==> config.mk <==
export PLATFORM = sky130hd
export DESIGN_NAME = uart_rx
export DESIGN_NICKNAME = d
export VERILOG_FILES = /design/src/rtl/uart_rx.sv
export SDC_FILE = /design/constraint.sdc
export NUM_CORES = 1
export LEC_CHECK = 0
export BUFFER_PORTS_ARGS = -buffer_cell sky130_fd_sc_hd__buf_4
export CAP_MARGIN = 20
export CORE_MARGIN = 2
export CORE_UTILIZATION = 57
export DETAILED_ROUTE_END_ITERATION = 8
export HOLD_SLACK_MARGIN = 0.06
export PLACE_DENSITY = 0.82
export SKIP_CTS_REPAIR_TIMING = 1
export SLEW_MARGIN = 20
export SYNTH_ARGS = -nofsm -noshare
export SYNTH_HDL_FRONTEND = slang
export SYNTH_SLANG_ARGS = --single-unit
==> constraint.sdc <==
create_clock -name clk -period 4.3 [get_ports clk]
set_input_delay 0.43 -clock clk [delete_from_list [all_inputs] [get_ports clk]]
set_output_delay 0.43 -clock clk [all_outputs]
set_load 0.005 [all_outputs]
==> src/rtl/uart_rx.sv <==
// uart_rx: UART receiver (8N1, or 8E1 with UART_RX_PARITY_EN defined) feeding a
// first-word-fall-through FIFO read through a valid/ready handshake.
module uart_rx #(
    parameter int CLK_PER_BIT = 104,
    parameter int FIFO_DEPTH  = 8
) (
    input  logic       clk,
    input  logic       resetn,
    input  logic       rxd,
    output logic [7:0] data,
    output logic       valid,
    input  logic       ready,
    output logic       frame_err,
    output logic       overflow,
    output logic       parity_err,
    output logic       busy
);
    localparam int CNT_W = $clog2(CLK_PER_BIT);
    localparam int AW    = $clog2(FIFO_DEPTH);
    localparam int PTR_W = AW + 1;
    localparam logic [CNT_W-1:0] HALF_LAST = CNT_W'(CLK_PER_BIT / 2 - 1);
    localparam logic [CNT_W-1:0] BIT_LAST  = CNT_W'(CLK_PER_BIT - 1);
    localparam logic [PTR_W-1:0] DEPTH_P   = PTR_W'(FIFO_DEPTH);

    typedef enum logic [2:0] {
        ST_IDLE,
        ST_START,
        ST_DATA,
`ifdef UART_RX_PARITY_EN
        ST_PARITY,
`endif
        ST_STOP,
        ST_WAIT_HIGH
    } state_t;

    state_t           state_r, state_nxt_s;
    logic             rxd_meta_r, rxd_sync_r;
    logic [1:0]       flush_r;
    logic             armed_r;
    logic [CNT_W-1:0] cnt_r;
    logic [2:0]       bit_cnt_r;
    logic [7:0]       shift_r;
    logic             cnt_clr_s, shift_en_s, push_s, frame_err_s;
    logic             frame_err_r, overflow_r;
    logic [7:0]       mem_r [FIFO_DEPTH];
    logic [PTR_W-1:0] wr_ptr_r, rd_ptr_r, count_s;
    logic             pop_s, full_s, write_s;

`ifdef UART_RX_PARITY_EN
    logic par_bit_r, par_cap_s, parity_err_s, parity_err_r;

    function automatic logic even_parity_ok(input logic [7:0] d, input logic p);
        return ((^d) ^ p) == 1'b0;
    endfunction
`endif

    // Synchronizer; start detection is armed only once a genuine high has been seen after reset.
    always_ff @(posedge clk) begin
        if (!resetn) begin
            rxd_meta_r <= 1'b1;
            rxd_sync_r <= 1'b1;
            flush_r    <= 2'b00;
            armed_r    <= 1'b0;
        end else begin
            rxd_meta_r <= rxd;
            rxd_sync_r <= rxd_meta_r;
            flush_r    <= {flush_r[0], 1'b1};
            armed_r    <= armed_r | (flush_r[1] & rxd_sync_r);
        end
    end

    // Receiver state, bit timer and LSB-first shift register.
    always_ff @(posedge clk) begin
        if (!resetn) begin
            state_r   <= ST_IDLE;
            cnt_r     <= {CNT_W{1'b0}};
            bit_cnt_r <= 3'd0;
            shift_r   <= 8'h00;
        end else begin
            state_r <= state_nxt_s;
            if (cnt_clr_s) begin
                cnt_r <= {CNT_W{1'b0}};
            end else begin
                cnt_r <= cnt_r + CNT_W'(1);
            end
            if (shift_en_s) begin
                shift_r   <= {rxd_sync_r, shift_r[7:1]};
                bit_cnt_r <= bit_cnt_r + 3'd1;
            end
        end
    end

    // Next-state and per-sample actions.
    always_comb begin
        state_nxt_s = state_r;
        cnt_clr_s   = 1'b0;
        shift_en_s  = 1'b0;
        push_s      = 1'b0;
        frame_err_s = 1'b0;
`ifdef UART_RX_PARITY_EN
        par_cap_s    = 1'b0;
        parity_err_s = 1'b0;
`endif
        case (state_r)
            ST_IDLE: begin
                if (armed_r && !rxd_sync_r) begin
                    state_nxt_s = ST_START;
                    cnt_clr_s   = 1'b1;
                end else begin
                    state_nxt_s = ST_IDLE;
                end
            end
            ST_START: begin
                if (cnt_r == HALF_LAST) begin
                    cnt_clr_s   = 1'b1;
                    state_nxt_s = rxd_sync_r ? ST_IDLE : ST_DATA;
                end else begin
                    state_nxt_s = ST_START;
                end
            end
            ST_DATA: begin
                if (cnt_r == BIT_LAST) begin
                    cnt_clr_s  = 1'b1;
                    shift_en_s = 1'b1;
                    if (bit_cnt_r == 3'd7) begin
`ifdef UART_RX_PARITY_EN
                        state_nxt_s = ST_PARITY;
`else
                        state_nxt_s = ST_STOP;
`endif
                    end else begin
                        state_nxt_s = ST_DATA;
                    end
                end else begin
                    state_nxt_s = ST_DATA;
                end
            end
`ifdef UART_RX_PARITY_EN
            ST_PARITY: begin
                if (cnt_r == BIT_LAST) begin
                    cnt_clr_s   = 1'b1;
                    par_cap_s   = 1'b1;
                    state_nxt_s = ST_STOP;
                end else begin
                    state_nxt_s = ST_PARITY;
                end
            end
`endif
            ST_STOP: begin
                if (cnt_r == BIT_LAST) begin
                    cnt_clr_s = 1'b1;
                    // A bad stop bit outranks a parity failure.
                    if (!rxd_sync_r) begin
                        frame_err_s = 1'b1;
                        state_nxt_s = ST_WAIT_HIGH;
                    end
`ifdef UART_RX_PARITY_EN
                    else if (!even_parity_ok(shift_r, par_bit_r)) begin
                        parity_err_s = 1'b1;
                        state_nxt_s  = ST_IDLE;
                    end
`endif
                    else begin
                        push_s      = 1'b1;
                        state_nxt_s = ST_IDLE;
                    end
                end else begin
                    state_nxt_s = ST_STOP;
                end
            end
            ST_WAIT_HIGH: begin
                if (rxd_sync_r) begin
                    cnt_clr_s   = 1'b1;
                    state_nxt_s = ST_IDLE;
                end else begin
                    state_nxt_s = ST_WAIT_HIGH;
                end
            end
            default: begin
                cnt_clr_s   = 1'b1;
                state_nxt_s = ST_IDLE;
            end
        endcase
    end

    assign count_s = wr_ptr_r - rd_ptr_r;
    assign full_s  = (count_s == DEPTH_P);
    assign valid   = (count_s != {PTR_W{1'b0}});
    assign pop_s   = valid & ready;
    assign write_s = push_s & (~full_s | pop_s);

    // FIFO pointers and one-cycle status pulses.
    always_ff @(posedge clk) begin
        if (!resetn) begin
            wr_ptr_r    <= {PTR_W{1'b0}};
            rd_ptr_r    <= {PTR_W{1'b0}};
            frame_err_r <= 1'b0;
            overflow_r  <= 1'b0;
        end else begin
            if (write_s) begin
                wr_ptr_r <= wr_ptr_r + PTR_W'(1);
            end
            if (pop_s) begin
                rd_ptr_r <= rd_ptr_r + PTR_W'(1);
            end
            frame_err_r <= frame_err_s;
            overflow_r  <= push_s & ~write_s;
        end
    end

    // FIFO storage; contents need no reset because the pointers gate visibility.
    always_ff @(posedge clk) begin
        if (resetn && write_s) begin
            mem_r[wr_ptr_r[AW-1:0]] <= shift_r;
        end
    end

`ifdef UART_RX_PARITY_EN
    // Captured parity bit and its error pulse.
    always_ff @(posedge clk) begin
        if (!resetn) begin
            par_bit_r    <= 1'b0;
            parity_err_r <= 1'b0;
        end else begin
            if (par_cap_s) begin
                par_bit_r <= rxd_sync_r;
            end
            parity_err_r <= parity_err_s;
        end
    end
    assign parity_err = parity_err_r;
`else
    assign parity_err = 1'b0;
`endif

    assign data      = valid ? mem_r[rd_ptr_r[AW-1:0]] : 8'h00;
    assign frame_err = frame_err_r;
    assign overflow  = overflow_r;
    assign busy      = (state_r != ST_IDLE);
endmodule

==> Implementation_results.wiki <==
{| class="wikitable"
! Metric !! Value
|-
| Run status || completed
|-
| Power density over cell area || 479.0 nW/um^2
|-
| Clock root cell || sky130_fd_sc_hd__clkbuf_8
|-
| Number of synthesized flops with an enable pin || 64
|-
| Worst path max stage delay || 0.66 ns
|-
| Setup repair after global routing missed its margin || no
|-
| Height of the die || 90.68 microns
|-
| Max-slew headroom || 34.66%
|-
| Die area || 8223 sq um
|-
| Diodes inserted || 0
|-
| Worst ir drop on vdd || 0.0002228 V
|-
| Number of rows in the core area || 31
|-
| Final min period || 3.319 ns
|-
| Worst hold path depth || 2
|-
| Starting DRT DRC Count || 131
|-
| Final setup vio count || 0
|-
| Clock sink count || 103
|-
| H-tree levels || 3
|-
| Total routing resource utilization after global routing || 20.37%
|-
| Dominant register cell in the synthesized netlist || sky130_fd_sc_hd__edfxtp_1
|-
| Required time of the critical path || 3.87 ns
|-
| Critical Path Start Type || flop
|-
| Net count after synthesis || 320
|-
| Inst Count DP || 413
|-
| Net switching power of the design || 594.4 uW
|-
| Post-Syn Area || 4283 sq um
|-
| Sequential cell area fraction in the yosys report || 63.10%
|-
| Cell depth of the worst flop-to-flop path || 6
|-
| Critical setup path kind || flop to output pin
|-
| Detailed-route vias per instance || 5.779
|-
| Internal Dissipation || 1663 uW
|-
| Number of hold-slack violations in the final timing report || 0
|-
| Count of non-filler cells in the finished layout || 429
|-
| Vias in the first global route || 2505
|-
| Top delay family on crit path || simple AND/OR/NAND/NOR gates
|-
| Path type of the worst min-delay path || input pin to flop
|-
| Cells along the critical path || ha_1 -> and3b_4 -> o21ai_0 -> nand2_1 -> nor2_1 -> nor2_1 -> buf_4
|-
| Count of unique library cells instantiated by Yosys || 53
|-
| Highest clock frequency the design can meet || 301.3 MHz
|-
| Sort of element at the end of the critical path || output pin
|-
| Area added between synthesis and finish || 10.02%
|-
| Total via count in the routed design || 2479
|-
| Ports placed on the boundary || 17
|-
| Clock insertion delay at the later pin of the skew report || 0.36 ns
|-
| Number of nets still failing antenna checks after routing || 0
|-
| Final clock period utilization by the worst path || 77.19%
|-
| Share of final-layout standard cells stronger than drive strength 1 || 18.18%
|-
| Slowest library cell on the worst path || sky130_fd_sc_hd__nor2_1
|-
| Register bit count reported by yosys || 103
|-
| Arrival time of the worst setup path || 2.89 ns
|-
| Comb power frac || 21.6%
|-
| Cell mode on critical path || sky130_fd_sc_hd__nor2_1
|-
| Cell count after synthesis || 308
|-
| # fillers || 544
|-
| Number of nets in the final layout || 337
|-
| First-pass DRT Iterations || 4
|-
| Switching fraction of total power || 26.33%
|-
| Fraction of power consumed by the clock network || 28.2%
|-
| Number of buffer and inverter stages on the critical path || 1
|-
| Number of antenna violations at the first check in global routing || 0
|-
| Avg Cell Area, Syn || 13.91 sq um
|-
| Remaining design rule violation count || 0
|-
| Die X || 90.68 microns
|-
| Detailed-route wire length on metal 1 || 3.290 mm
|-
| Weighted congestion at the end of routability-driven global placement || 0.8757
|-
| Yosys Warn Count || 0
|-
| Wire length on met3 || 221 microns
|-
| Number of pins with negative max-slew slack in the final report || 0
|-
| Pre-CTS setup slack || 1.100 ns
|-
| Total negative slack || 0 ns
|-
| Maximum number of pins on one net before global-route repair || 22
|-
| Uppermost metal layer occupied by signal nets || met4
|-
| CTS tree || built
|-
| Worst-path clk slew || 0.09 ns
|-
| Detail Placement HPWL || 5.123 mm
|-
| Number of gates on the worst path with buffers counted || 7
|-
| Setup Skew || 0.01124 ns
|-
| Fraction of power consumed by sequential logic || 50.1%
|-
| Detailed-routed wire length on met2 || 3.983 mm
|-
| Asr flop ratio synth || 0%
|-
| Number of CTS-inserted buffers || 9
|-
| Remaining global-route overflow || 0
|-
| Core area || 7253 sq um
|-
| Port Buffer Count || 15
|-
| Buffers from clock root to sink, at most || 2
|-
| Worst-Margin Slew || 0.9726 ns
|-
| Final setup slack of the worst path || 0.9807 ns
|-
| Initial Utilization || 59.05%
|-
| Maximum fanout along the worst path || 9
|-
| Total length of routed wires || 7.637 mm
|-
| Cell leakage power || 0.001713 uW
|-
| Wire length of the first global-routing pass || 12.79 mm
|-
| DR WL/cell || 17.80 microns
|-
| Number of maximum-capacitance violations || 0
|}
==> worst reg2reg max path: stages, from the launching register on <==
cell,delay (ns)
sky130_fd_sc_hd__dfxtp_1,0.47
sky130_fd_sc_hd__ha_1,0.30
sky130_fd_sc_hd__and3b_4,0.20
sky130_fd_sc_hd__o21ai_0,0.35
sky130_fd_sc_hd__a2111oi_4,0.19
sky130_fd_sc_hd__or2_1,0.39
sky130_fd_sc_hd__nor3_1,0.83
==> registers in the layout, summed over array words and instances, names as in the netlist, 2 cells and up, named ones only <==
signal	count
rd_ptr_r	4
flush_r	2
bit_cnt_r	3
cnt_r	7
mem_r	64
state_r	3
shift_r	8
wr_ptr_r	4
==> worst paths after layout <==
check	start	endpoint	slack [ns]
max reg2reg	wr_ptr_r[1]	mem_r[2][1]	1.20
min reg2reg	rxd_meta_r	rxd_sync_r	0.41
max	wr_ptr_r[1]	data[3]	0.98
min	rxd	rxd_meta_r	0.26
==> cells by family (layout without fill, tap and decap cells) <==
| family | count (synthesis) | count (layout) | synth area share [%] |
|---|---|---|---|
| flops | 103 | 103 | 63.10 |
| simple gates | 100 | 100 | 12.07 |
| mux | 36 | 36 | 13.09 |
| compound gates | 27 | 27 | 5.113 |
| buf+inv | 25 | 47 | 2.571 |
| fa+ha+maj | 8 | 8 | 2.337 |
| xor+xnor | 8 | 8 | 1.636 |
| other cells | 1 | 1 | 0.08756 |
==> through the flow <==
step	utilization (%)	hold slack, ns	cell area, sq um	power (uW)
2_1_floorplan	-	0.3863	4283	1472
3_3_place_gp	61.93	0.3904	4492	1635
6_report	64.96	0.2570	4712	2257
4_1_cts	64.88	0.2468	4706	2279
3_5_place_dp	61.93	0.3994	4492	1647
5_1_grt	64.96	0.2715	4712	2376
==> layout make-up <==
type	instances	area (sq um)	area share (%)
Tap cell	99	123.9	2.629
Multi-Input combinational cell	180	1475	31.31
Inverter	10	37.54	0.7966
Clock buffer	11	131.4	2.788
Sequential cell	103	2704	57.38
Timing Repair Buffer	21	157.7	3.346
Clock inverter	5	82.58	1.753
==> power by group through the flow <==
stage | Sequential [uW] | Combinational [uW] | Clock (uW)
after global placement | 1160 | 478 | 0
after global routing | 1140 | 539 | 693
after CTS | 1130 | 494 | 650
after detailed placement | 1160 | 489 | 0
final | 1130 | 488 | 637
after floorplan | 1090 | 380 | 0
==> synth_stat cells, drive strengths merged, types with 2 or more instances <==
cell type	number	area, sq um
edfxtp	64	1922
dfxtp	39	780.8
nor2	33	123.9
mux2i	20	200.2
nand2	19	71.32
mux4	16	360.4
nor3	11	55.05
inv	10	37.54
buf	9	50.05
ha	8	100.1
a21oi	7	35.03
clkbuf	6	22.52
or3	6	42.54
and2	4	25.02
nand3	4	20.02
o21ai	4	20.02
xnor2	4	35.03
xor2	4	35.03
nand2b	3	18.77
nor2b	3	18.77
nor4	3	18.77
a32oi	2	17.52
and3	2	12.51
nand4	2	18.77
nor3b	2	20.02
o211ai	2	20.02
o311ai	2	17.52
o41ai	2	25.03
or2	2	12.51
==> routing by layer <==
metal | global-route usage, % | up-vias
li1 | - | 1181
met1 | 26.20 | 1237
met2 | 34.95 | 48
met3 | 3.172 | 13
met4 | 7.692 | 0
met5 | 0 | -
==> cell usage in the layout, fill, tap and decap left out, types with 2 or more instances in the layout <==
cell                        count
sky130_fd_sc_hd__dfxtp_1       38
sky130_fd_sc_hd__o21ai_1        2
sky130_fd_sc_hd__clkbuf_1       2
sky130_fd_sc_hd__nand3_1        4
sky130_fd_sc_hd__a32oi_1        2
sky130_fd_sc_hd__mux2i_1       20
sky130_fd_sc_hd__nor3_1        10
sky130_fd_sc_hd__xnor2_1        4
sky130_fd_sc_hd__or3_1          5
sky130_fd_sc_hd__nand2b_1       3
sky130_fd_sc_hd__nor4_1         3
sky130_fd_sc_hd__o21ai_0        2
sky130_fd_sc_hd__and2_1         4
sky130_fd_sc_hd__nor2_1        33
sky130_fd_sc_hd__mux4_2        16
sky130_fd_sc_hd__ha_1           8
sky130_fd_sc_hd__o311ai_0       2
sky130_fd_sc_hd__nand2_1       19
sky130_fd_sc_hd__clkbuf_8       9
sky130_fd_sc_hd__edfxtp_1      64
sky130_fd_sc_hd__a21oi_1        7
sky130_fd_sc_hd__bufinv_16      2
sky130_fd_sc_hd__nor2b_1        3
sky130_fd_sc_hd__and3_1         2
sky130_fd_sc_hd__inv_1         10
sky130_fd_sc_hd__or2_1          2
sky130_fd_sc_hd__xor2_1         4
sky130_fd_sc_hd__buf_4         21
Note: power is estimated with default switching activity, not from simulation.
